File: config.mk
export PLATFORM = sky130hd
export DESIGN_NAME = theta_gen
export DESIGN_NICKNAME = d
export VERILOG_FILES = /design/src/rtl/theta_gen.sv
export SDC_FILE = /design/constraint.sdc
export NUM_CORES = 1
export LEC_CHECK = 0
export ABC_AREA = 1
export ABC_CLOCK_PERIOD_IN_PS = 6050
export CORE_UTILIZATION = 40
export DETAILED_ROUTE_END_ITERATION = 16
export GPL_TIMING_DRIVEN = 0
export PLACE_DENSITY_LB_ADDON = 0.2
export SLEW_MARGIN = 15
export SYNTH_ARGS = -nofsm -noshare
export SYNTH_HDL_FRONTEND = slang
export SYNTH_SLANG_ARGS = --single-unit
File: constraint.sdc
create_clock -name clk -period 6.05 [get_ports clk]
set_input_delay 1.21 -clock clk [delete_from_list [all_inputs] [get_ports clk]]
set_output_delay 1.21 -clock clk [all_outputs]
set_load 0.05 [all_outputs]
File: src/rtl/theta_gen.sv
`default_nettype none
// ============================================================================
// Module      : theta_gen
// Description : Multi-channel modular phase generator. A prescaler advances a
//               base phase once every DIV enabled cycles; NCH channels output
//               the base phase plus evenly spaced offsets, modulo MOD. After
//               burst_len full periods the generator pauses for PAUSE enabled
//               cycles with the phase parked at zero (burst_len=0: never).
// Revision    : 1.0 - initial release
// ============================================================================
module theta_gen #(
  parameter int WIDTH = 7,
  parameter int MOD   = 89,
  parameter int DIV   = 5681,
  parameter int PAUSE = 500000,
  parameter int NCH   = 3
) (
  input  logic                 clk,
  input  logic                 rst,
  input  logic                 en,
  input  logic [7:0]           burst_len,
  output logic [NCH*WIDTH-1:0] theta,
  output logic                 tick,
  output logic                 wrap,
  output logic                 pausing
);

  localparam int OFF = MOD / NCH;
  localparam int PW  = (DIV > 1) ? $clog2(DIV) : 1;
  localparam int CW  = (PAUSE > 1) ? $clog2(PAUSE) : 1;

  localparam logic [0:0] S_RUN   = 1'b0;
  localparam logic [0:0] S_PAUSE = 1'b1;

  localparam logic [PW-1:0]    C_DIV_LAST   = PW'(DIV - 1);
  localparam logic [CW-1:0]    C_PAUSE_LAST = CW'(PAUSE - 1);
  localparam logic [WIDTH-1:0] C_P_LAST     = WIDTH'(MOD - 1);
  localparam logic [WIDTH:0]   C_MOD        = (WIDTH + 1)'(MOD);

  logic [0:0]           state_q, state_d;
  logic [PW-1:0]        presc_q, presc_d;
  logic [WIDTH-1:0]     p_q, p_d;
  logic [7:0]           burst_q, burst_d;
  logic [CW-1:0]        pcnt_q, pcnt_d;
  logic                 tick_q, tick_d;
  logic                 wrap_q, wrap_d;
  logic [NCH*WIDTH-1:0] theta_q, theta_d;
  logic [NCH*WIDTH-1:0] w_theta_rst;

  logic                 w_step;
  logic                 w_p_wrap;
  logic [8:0]           w_burst_inc;
  logic                 w_burst_end;
  logic                 w_pause_end;

  // Event decode: step, period wrap, end of burst and end of pause.
  // The burst comparison uses >= so that lowering burst_len below the
  // count already reached still ends the burst at the next wrap.
  assign w_step      = (state_q == S_RUN) && en && (presc_q == C_DIV_LAST);
  assign w_p_wrap    = w_step && (p_q == C_P_LAST);
  assign w_burst_inc = {1'b0, burst_q} + 9'd1;
  assign w_burst_end = w_p_wrap && (burst_len != 8'd0) &&
                       (w_burst_inc >= {1'b0, burst_len});
  assign w_pause_end = (state_q == S_PAUSE) && en && (pcnt_q == C_PAUSE_LAST);

  // Channel phases computed from the next base phase so they update with p.
  // k*OFF < MOD, so one conditional subtract completes the modulo.
  for (genvar k = 0; k < NCH; k++) begin : g_ch
    localparam logic [WIDTH:0] C_K_OFF = (WIDTH + 1)'(k * OFF);
    logic [WIDTH:0] w_sum;
    assign w_sum = {1'b0, p_d} + C_K_OFF;
    assign theta_d[k*WIDTH +: WIDTH] = (w_sum >= C_MOD) ? WIDTH'(w_sum - C_MOD)
                                                         : w_sum[WIDTH-1:0];
    assign w_theta_rst[k*WIDTH +: WIDTH] = C_K_OFF[WIDTH-1:0];
  end

  // FSM state register.
  always_ff @(posedge clk) begin
    if (rst) begin
      state_q <= S_RUN;
    end else begin
      state_q <= state_d;
    end
  end

  // FSM next-state logic.
  always_comb begin
    state_d = state_q;
    case (state_q)
      S_RUN:   if (w_burst_end) state_d = S_PAUSE;
      S_PAUSE: if (w_pause_end) state_d = S_RUN;
      default: state_d = S_RUN;
    endcase
  end

  // Datapath next values: prescaler, phase, burst/pause counters, pulses.
  always_comb begin
    presc_d = presc_q;
    p_d     = p_q;
    burst_d = burst_q;
    pcnt_d  = pcnt_q;
    tick_d  = 1'b0;
    wrap_d  = 1'b0;
    if (en) begin
      case (state_q)
        S_RUN: begin
          if (w_step) begin
            presc_d = '0;
            p_d     = w_p_wrap ? '0 : p_q + WIDTH'(1);
            tick_d  = 1'b1;
            wrap_d  = w_p_wrap;
            if (w_p_wrap) begin
              burst_d = w_burst_end ? 8'd0 : w_burst_inc[7:0];
            end
          end else begin
            presc_d = presc_q + PW'(1);
          end
        end
        S_PAUSE: begin
          p_d     = '0;
          presc_d = '0;
          pcnt_d  = w_pause_end ? '0 : pcnt_q + CW'(1);
        end
        default: begin
          p_d = '0;
        end
      endcase
    end
  end

  // Datapath registers.
  always_ff @(posedge clk) begin
    if (rst) begin
      presc_q <= '0;
      p_q     <= '0;
      burst_q <= '0;
      pcnt_q  <= '0;
      tick_q  <= 1'b0;
      wrap_q  <= 1'b0;
      theta_q <= w_theta_rst;
    end else begin
      presc_q <= presc_d;
      p_q     <= p_d;
      burst_q <= burst_d;
      pcnt_q  <= pcnt_d;
      tick_q  <= tick_d;
      wrap_q  <= wrap_d;
      theta_q <= theta_d;
    end
  end

  // Output decode.
  always_comb begin
    theta   = theta_q;
    tick    = tick_q;
    wrap    = wrap_q;
    pausing = (state_q == S_PAUSE);
  end

endmodule
`default_nettype wire

* Word level (Yosys, flattened, before mapping)
Cells that the tools add are included.
** Storage, ports and cells
- Flip-flop bits (word level) :: 71
- Latch bits :: 0
- Bits in writable memories :: 0
- Memory bits (read-only) :: 0
- Input port bits :: 11
- Output and inout port bits :: 24
- Word-level logic and storage cells :: 54
- Memories :: 0
** Cells by class
- $add $sub $neg :: 9
- Multipliers :: 0
- Div/mod/pow operators :: 0
- Magnitude comparators :: 4
- Equal/unequal tests :: 3
- Shift-type cells :: 0
- Multiplexer cells :: 15
- Bitwise logic cells :: 3
- Reduce and logical (&&, ||, !) cells :: 12
** Operator list (number)
- 7-bit two-way mux :: 6
- 13-bit one-hot mux with 2 select lines :: 1
- 7-bit subtractor, second input constant :: 3
- 19-bit by 1-bit adder with 19-bit output, second input constant :: 1
- 19-bit == test, second input constant :: 1
- 19-bit two-way mux :: 1
- 8-bit by 7-bit >= comparator with 1-bit output, second input constant :: 2
- 7-bit one-hot mux with 2 select lines :: 1
- 13-bit by 1-bit adder with 13-bit output, second input constant :: 1
- 13-bit == test, second input constant :: 1
- 13-bit two-way mux :: 1
- 8-bit by 1-bit adder with 9-bit output, second input constant :: 1
- 9-bit by 8-bit >= comparator with 1-bit output :: 1
- 7-bit by 5-bit adder with 8-bit output, second input constant :: 1
- 7-bit by 6-bit adder with 8-bit output, second input constant :: 1
- 8-bit two-way mux :: 1
- 8-bit nonzero test :: 1
- 7-bit by 1-bit adder with 7-bit output, second input constant :: 1
- 7-bit == test, second input constant :: 1
- 7-bit >= comparator, second input constant :: 1
- 1-bit logical AND :: 7
- 4-bit AND reduction :: 1
- 4-bit OR reduction :: 1
- 1-bit two-way mux :: 3
- 4 further kinds :: 6

* Depth between registers and ports, before layout
Gate-level depths: netlist of the first run.
- Depth in word-level cells :: 11
- Depth in mapped cells :: 24
- Gate-level depth less buffers :: 24

* Least setup slack after synthesis of the first run
Ideal clock, no wire load.
- Path kind :: input-to-reg
- From :: input port en
- To :: register theta_q[14], in the netlist theta[14]
- Setup time :: 116 ps
- Arrival :: 3179 ps
- Data required time :: 5934 ps
- Setup slack :: 2755 ps
- Cell stages on the path :: 17
- Path buffers :: 0
- Cells stage by stage :: nand2_4 > nor2_2 > nand2_2 > nor2_8 > nor2_4 > nor2_1 > o22ai_2 > inv_1 > ha_1 > nor2_1 > nand2_1 > nand4_1 > nand2_1 > nand2_2 > nand2_4 > o21ai_0 > nor2_1
** Between the ends
- Cells in the longest elaborated chain, start to end :: 10
- Elaborated cells on any way between the ends :: 11
- Classes of those cells :: add/sub: 2; order compare: 1; mux: 5; reduce/logical: 3
** Ends and longest elaborated chain
- start: declaration :: RTL line 20 : input logic en,
- 1-bit logical AND (2 in series) :: RTL line 59 : assign w_step = (state_q == S_RUN) && en && (presc_q == C_DIV_LAST);
- 1-bit logical AND :: RTL line 60 : assign w_p_wrap = w_step && (p_q == C_P_LAST);
- 7-bit two-way mux :: RTL line 109 : p_d = w_p_wrap ? '0 : p_q + WIDTH'(1);
- 7-bit two-way mux :: RTL line 107 : if (w_step) begin
- 7-bit one-hot mux with 2 select lines :: RTL line 105 : case (state_q)
- 7-bit two-way mux * :: RTL line 104 : if (en) begin
- net g_ch[0].w_sum[1] :: RTL line 70 : logic [WIDTH:0] w_sum;
- 7-bit by 6-bit adder with 8-bit output * :: RTL line 71 : assign w_sum = {1'b0, p_d} + C_K_OFF;
- 8-bit by 7-bit >= comparator with 1-bit output * :: RTL line 72 : assign theta_d[k*WIDTH +: WIDTH] = (w_sum >= C_MOD) ? WIDTH'(w_sum - C_MOD)
- 7-bit two-way mux * :: RTL line 72
- end signal: assignment :: RTL line 140 : theta_q <= w_theta_rst;
- end signal: assignment :: RTL line 148 : theta_q <= theta_d;
- end: declaration :: RTL line 47 : logic [NCH*WIDTH-1:0] theta_q, theta_d;
Mark *: on every way through the listed nets, which the timed path passes. The rest lies on a longest branch.
A chain may end at the register's enable or synchronous reset.

* Final worst setup path of the first run
- From :: input port en
- To :: register theta_q[3], in the netlist theta[3]
** Between the ends
- Cells in the longest elaborated chain, start to end :: 9
- Elaborated cells on any way between the ends :: 10
- Classes of those cells :: add/sub: 1; order compare: 1; mux: 5; reduce/logical: 3
** Ends and longest elaborated chain (RTL line)
- 1-bit logical AND (2 in series) :: 59
- 1-bit logical AND :: 60
- 7-bit two-way mux :: 109
- 7-bit two-way mux :: 107
- 7-bit one-hot mux with 2 select lines :: 105
- 7-bit two-way mux * :: 104
- net g_ch[0].w_sum[1] :: 70
- 7-bit subtractor or 7-bit >= comparator (tied branches) :: 72
- 7-bit two-way mux * :: 72
Marks and branches as above.

==> results_dict.tcl, run 1 <==
set metrics [dict create \
    cts.sinks 71 \
    finalCriticalPeriod_ns 4.26 \
    diodes 0 \
    setup.worst_path.end_class "flop" \
    clk_root_buffer_cell "sky130_fd_sc_hd__clkbuf_8" \
    signed_area_change_from_the_synthesized_netlist_to_the_final_layout_pct 15.2 \
    r2r_setup_slack_ns 2.69 \
    synth.avg_cell_area_um2 7.05 \
    crit_fanout 10 \
    synth-main-ff-cell "sky130_fd_sc_hd__dfxtp_1" \
    drt_pre_antenna_iters 5 \
    placement.cell_area_um2 4990 \
    first_iter_violations 197 \
    total_power_density_per_cell_area_nw_per_um2 174 \
    slew_headroom 0.366 \
    dr.max_layer_used "met4" \
    post_drt_wl_per_cell_um 13.0 \
    synth_seq_area_share 0.317 \
    post_cts_hold_fix_bufs 0 \
    starting_density_of_the_core 0.411 \
    placement_rows 38 \
    max-vdd-ir-drop_mv 0.0935 \
    setup_violations 0 \
    portBuffers 34 \
    met2WireLength_mm 4.77 \
    cts.reportedPaths.clkPinSlew_ns 0.07 \
    timing.critical_path.from_type "input pin" \
    synth-edff-count 0 \
    final.setup.tns_ns 0 \
    post_route_cells_drive_above_1_share 0.113 \
    wl_met3_um 374 \
    design.portCount 35 \
    critical_path_class "input pin to flop" \
    htree_num_levels 3 \
    post_drt_via_cell_ratio 5.06 \
    synthesis.instances 635 \
    grt_max_degree 12 \
    placer_s_final_routability_congestion_estimate 0.824 \
    die_height_um 108 \
    antenna_found_initial 0 \
    worst_hold_path_type "flop to flop" \
    floorplan.core_area_um2 10900 \
    status "complete, no violations" \
    area.sequential_um2 1420 \
    grt_setup_unrepaired "no" \
    report.final.slew_viol_count 0 \
    number_of_nets_still_failing_antenna_checks_after_routing 0 \
    hold_ws_ns 0.486 \
    final_core_util 0.474 \
    clock_latency_ns 0.35 \
    finalHoldViolations 0 \
    final_area_um2 5160 \
    ctsResizeCount 0 \
    count_of_different_cell_masters_after_synthesis 46 \
    tritoncts_buffer_count 9 \
    count_of_filler_cells_inserted_in_the_layout 1111 \
    grt.overflow.total 0 \
    dieWidth_um 108 \
    met1_length_mm 5.39 \
    grt_first_pass_wirelength_mm 18.1 \
    area_occupied_by_multi_input_gates_um2 2700 \
    global_route.usage.total 0.197 \
    finalWirelength_mm 10.7 \
    finalNetCount 718 \
    async_reset_ff_frac 0 \
    drc 0 \
    clock_path_buffers 2 \
    tritoncts "done" \
    static_leakage_nw 2.22 \
    grt_pass1_vias 3882 \
    synth.cell_area_um2 4480 \
    max_clock_freq_mhz 235 \
    syn_nets 673 \
    cap_violations 0 \
    yosys_warnings 0 \
    postCtsSetupRepairBufs 0 \
    post-dp-hpwl_mm 7.93 \
    finalClockSkew_ns 0.00959 \
    worst_slew_pin_slew_ns 0.941 \
    worstPathRequired_ns 6.29 \
    die_area_um2 11600 \
    worst-endpoint-arrival_ns 4.50 \
    min_period_over_period 0.704 \
    num_vias 4166 \
    synth.ff_latch_count 71 \
]
-- layout by cell type (no fill, tap or decap), types with 8 or more instances in the layout --
master | Yosys | routed
sky130_fd_sc_hd__a21oi_1 | 42 | 42
sky130_fd_sc_hd__clkbuf_1 | 7 | 8
sky130_fd_sc_hd__clkbuf_8 | 0 | 10
sky130_fd_sc_hd__clkdlybuf4s50_1 | 0 | 34
sky130_fd_sc_hd__dfxtp_1 | 71 | 71
sky130_fd_sc_hd__ha_1 | 27 | 27
sky130_fd_sc_hd__inv_1 | 73 | 73
sky130_fd_sc_hd__inv_2 | 11 | 11
sky130_fd_sc_hd__nand2_1 | 135 | 135
sky130_fd_sc_hd__nand2_2 | 11 | 11
sky130_fd_sc_hd__nand2_4 | 11 | 11
sky130_fd_sc_hd__nand3_1 | 66 | 66
sky130_fd_sc_hd__nand4_1 | 12 | 12
sky130_fd_sc_hd__nor2_1 | 61 | 61
sky130_fd_sc_hd__nor3_1 | 14 | 14
sky130_fd_sc_hd__o21ai_0 | 17 | 17
sky130_fd_sc_hd__xor2_1 | 12 | 12
-- cell families after synthesis --
| logic type | after synthesis | share of synthesized area |
|---|---|---|
| buffers and inverters | 93 | 0.0785 |
| AOI/OAI and AO/OA | 88 | 0.120 |
| adders and majority gates | 27 | 0.0755 |
| xor gates and xnor gates | 14 | 0.0274 |
| and+or+nand+nor | 342 | 0.381 |
| DFF | 71 | 0.317 |
-- stage by stage --
stage / cells / total power [W] / setup WS [ns]
detailed placement: 809 / 0.000580 / 1.43
finish: 824 / 0.000899 / 1.79
global placement: 809 / 0.000579 / 1.46
global route: 824 / 0.000940 / 1.43
CTS: 824 / 0.000913 / 1.79
floorplan: 635 / 0.000547 / 2.76
-- cell usage after synthesis (2+ instances only) --
library cell,n,area [µm²]
sky130_fd_sc_hd__a211oi_1,4,30.0
sky130_fd_sc_hd__a21oi_1,42,210
sky130_fd_sc_hd__a221oi_1,2,17.5
sky130_fd_sc_hd__a31oi_1,2,12.5
sky130_fd_sc_hd__clkbuf_1,7,26.3
sky130_fd_sc_hd__dfxtp_1,71,1420
sky130_fd_sc_hd__ha_1,27,338
sky130_fd_sc_hd__inv_1,73,274
sky130_fd_sc_hd__inv_2,11,41.3
sky130_fd_sc_hd__nand2_1,135,507
sky130_fd_sc_hd__nand2_2,11,68.8
sky130_fd_sc_hd__nand2_4,11,124
sky130_fd_sc_hd__nand3_1,66,330
sky130_fd_sc_hd__nand3_2,7,70.1
sky130_fd_sc_hd__nand3_4,2,35.0
sky130_fd_sc_hd__nand3b_1,2,15.0
sky130_fd_sc_hd__nand4_1,12,75.1
sky130_fd_sc_hd__nor2_1,61,229
sky130_fd_sc_hd__nor2_2,5,31.3
sky130_fd_sc_hd__nor2_4,7,78.8
sky130_fd_sc_hd__nor3_1,14,70.1
sky130_fd_sc_hd__nor3b_1,2,15.0
sky130_fd_sc_hd__nor4_1,4,25.0
sky130_fd_sc_hd__o21ai_0,17,85.1
sky130_fd_sc_hd__o21ai_1,5,25.0
sky130_fd_sc_hd__o221a_2,2,22.5
sky130_fd_sc_hd__o31ai_1,2,15.0
sky130_fd_sc_hd__xnor2_1,2,17.5
sky130_fd_sc_hd__xor2_1,12,105
-- flip-flops by register name, indices dropped and copies added, names as in the netlist --
signal	flops
wrap	1
pausing	1
tick	1
burst_q	8
pcnt_q	19
p_q	7
theta	21
presc_q	13
-- routing by layer --
| layer | GRT usage | vias up |
|---|---|---|
| met4 | 0.0753 | 0 |
| met5 | 0 | - |
| met3 | 0.0278 | 12 |
| li1 | - | 2176 |
| met2 | 0.312 | 69 |
| met1 | 0.269 | 1909 |
-- final timing paths --
check	start	to	cells after the start
worst max-delay path	en	theta[3]	18
worst min-delay path	presc_q[5]	presc_q[5]	2
worst max register to register	presc_q[0]	theta[3]	19
worst min register to register	presc_q[5]	presc_q[5]	2
-- worst max-delay path, stage by stage --
cell	delay [ns]
sky130_fd_sc_hd__clkdlybuf4s50_1	0.61
sky130_fd_sc_hd__nand2_4	0.22
sky130_fd_sc_hd__nor2_2	0.05
sky130_fd_sc_hd__nand2_2	0.11
sky130_fd_sc_hd__nor2_8	0.06
sky130_fd_sc_hd__nor2_4	0.22
sky130_fd_sc_hd__nor2_1	0.08
sky130_fd_sc_hd__o22ai_2	0.37
sky130_fd_sc_hd__inv_1	0.30
sky130_fd_sc_hd__ha_1	0.30
sky130_fd_sc_hd__nand2_1	0.07
sky130_fd_sc_hd__nand3_1	0.08
sky130_fd_sc_hd__nand2_1	0.17
sky130_fd_sc_hd__nand2_1	0.20
sky130_fd_sc_hd__a21oi_1	0.20
sky130_fd_sc_hd__o21ai_1	0.08
sky130_fd_sc_hd__o21ai_0	0.11
sky130_fd_sc_hd__inv_1	0.06
-- power by group --
group	switching [W]	leakage (nW)	internal, W
Sequential	0.00000264	0.575	0.000474
Combinational	0.0000628	1.56	0.0000292
Clock	0.000175	0.0850	0.000156
-- cell type report --
| cell class | instances | area share |
|---|---|---|
| Sequential cell | 71 | 0.276 |
| Clock inverter | 4 | 0.00437 |
| Timing Repair Buffer | 34 | 0.0660 |
| Multi-Input combinational cell | 471 | 0.524 |
| Clock buffer | 11 | 0.0274 |
| Buffer | 7 | 0.00510 |
| Tap cell | 140 | 0.0340 |
| Inverter | 86 | 0.0631 |
No activity file was read; power rests on OpenSTA's default activity.
==> run 2, diff against run 1 <==
--- a/config.mk
+++ b/config.mk
@@ -6,7 +6,7 @@
 export NUM_CORES = 1
 export LEC_CHECK = 0
 export ABC_AREA = 1
-export ABC_CLOCK_PERIOD_IN_PS = 6050
+export ABC_CLOCK_PERIOD_IN_PS = 4400
 export CORE_UTILIZATION = 40
 export DETAILED_ROUTE_END_ITERATION = 16
 export GPL_TIMING_DRIVEN = 0
==> constraint.sdc (replaced) <==
create_clock -name clk -period 4.4 [get_ports clk]
set_input_delay 0.88 -clock clk [delete_from_list [all_inputs] [get_ports clk]]
set_output_delay 0.88 -clock clk [all_outputs]
set_load 0.05 [all_outputs]
==> results of run 2 <==
Same layout as run 1 (identical final DEF). Status: complete, no violations.
Main changes from that run: setup slack after placement 1.43 ns -> 0.109 ns; setup slack after layout 1.79 ns -> 0.470 ns; register-to-register setup slack 2.69 ns -> 1.04 ns; total power 0.000899 W -> 0.00124 W; worst IR drop on VDD 0.0935 mV -> 0.129 mV
==> run 3, diff against run 2 <==
--- a/config.mk
+++ b/config.mk
@@ -8,6 +8,7 @@
 export ABC_AREA = 1
 export ABC_CLOCK_PERIOD_IN_PS = 4400
 export CORE_UTILIZATION = 40
+export CTS_CLUSTER_SIZE = 16
 export DETAILED_ROUTE_END_ITERATION = 16
 export GPL_TIMING_DRIVEN = 0
 export PLACE_DENSITY_LB_ADDON = 0.2
==> results of run 3 <==
Same layout as run 1 (identical final DEF). Status: complete, no violations.
Main changes from that run: setup slack after placement 1.43 ns -> 0.109 ns; setup slack after layout 1.79 ns -> 0.470 ns; register-to-register setup slack 2.69 ns -> 1.04 ns; total power 0.000899 W -> 0.00124 W; worst IR drop on VDD 0.0935 mV -> 0.129 mV
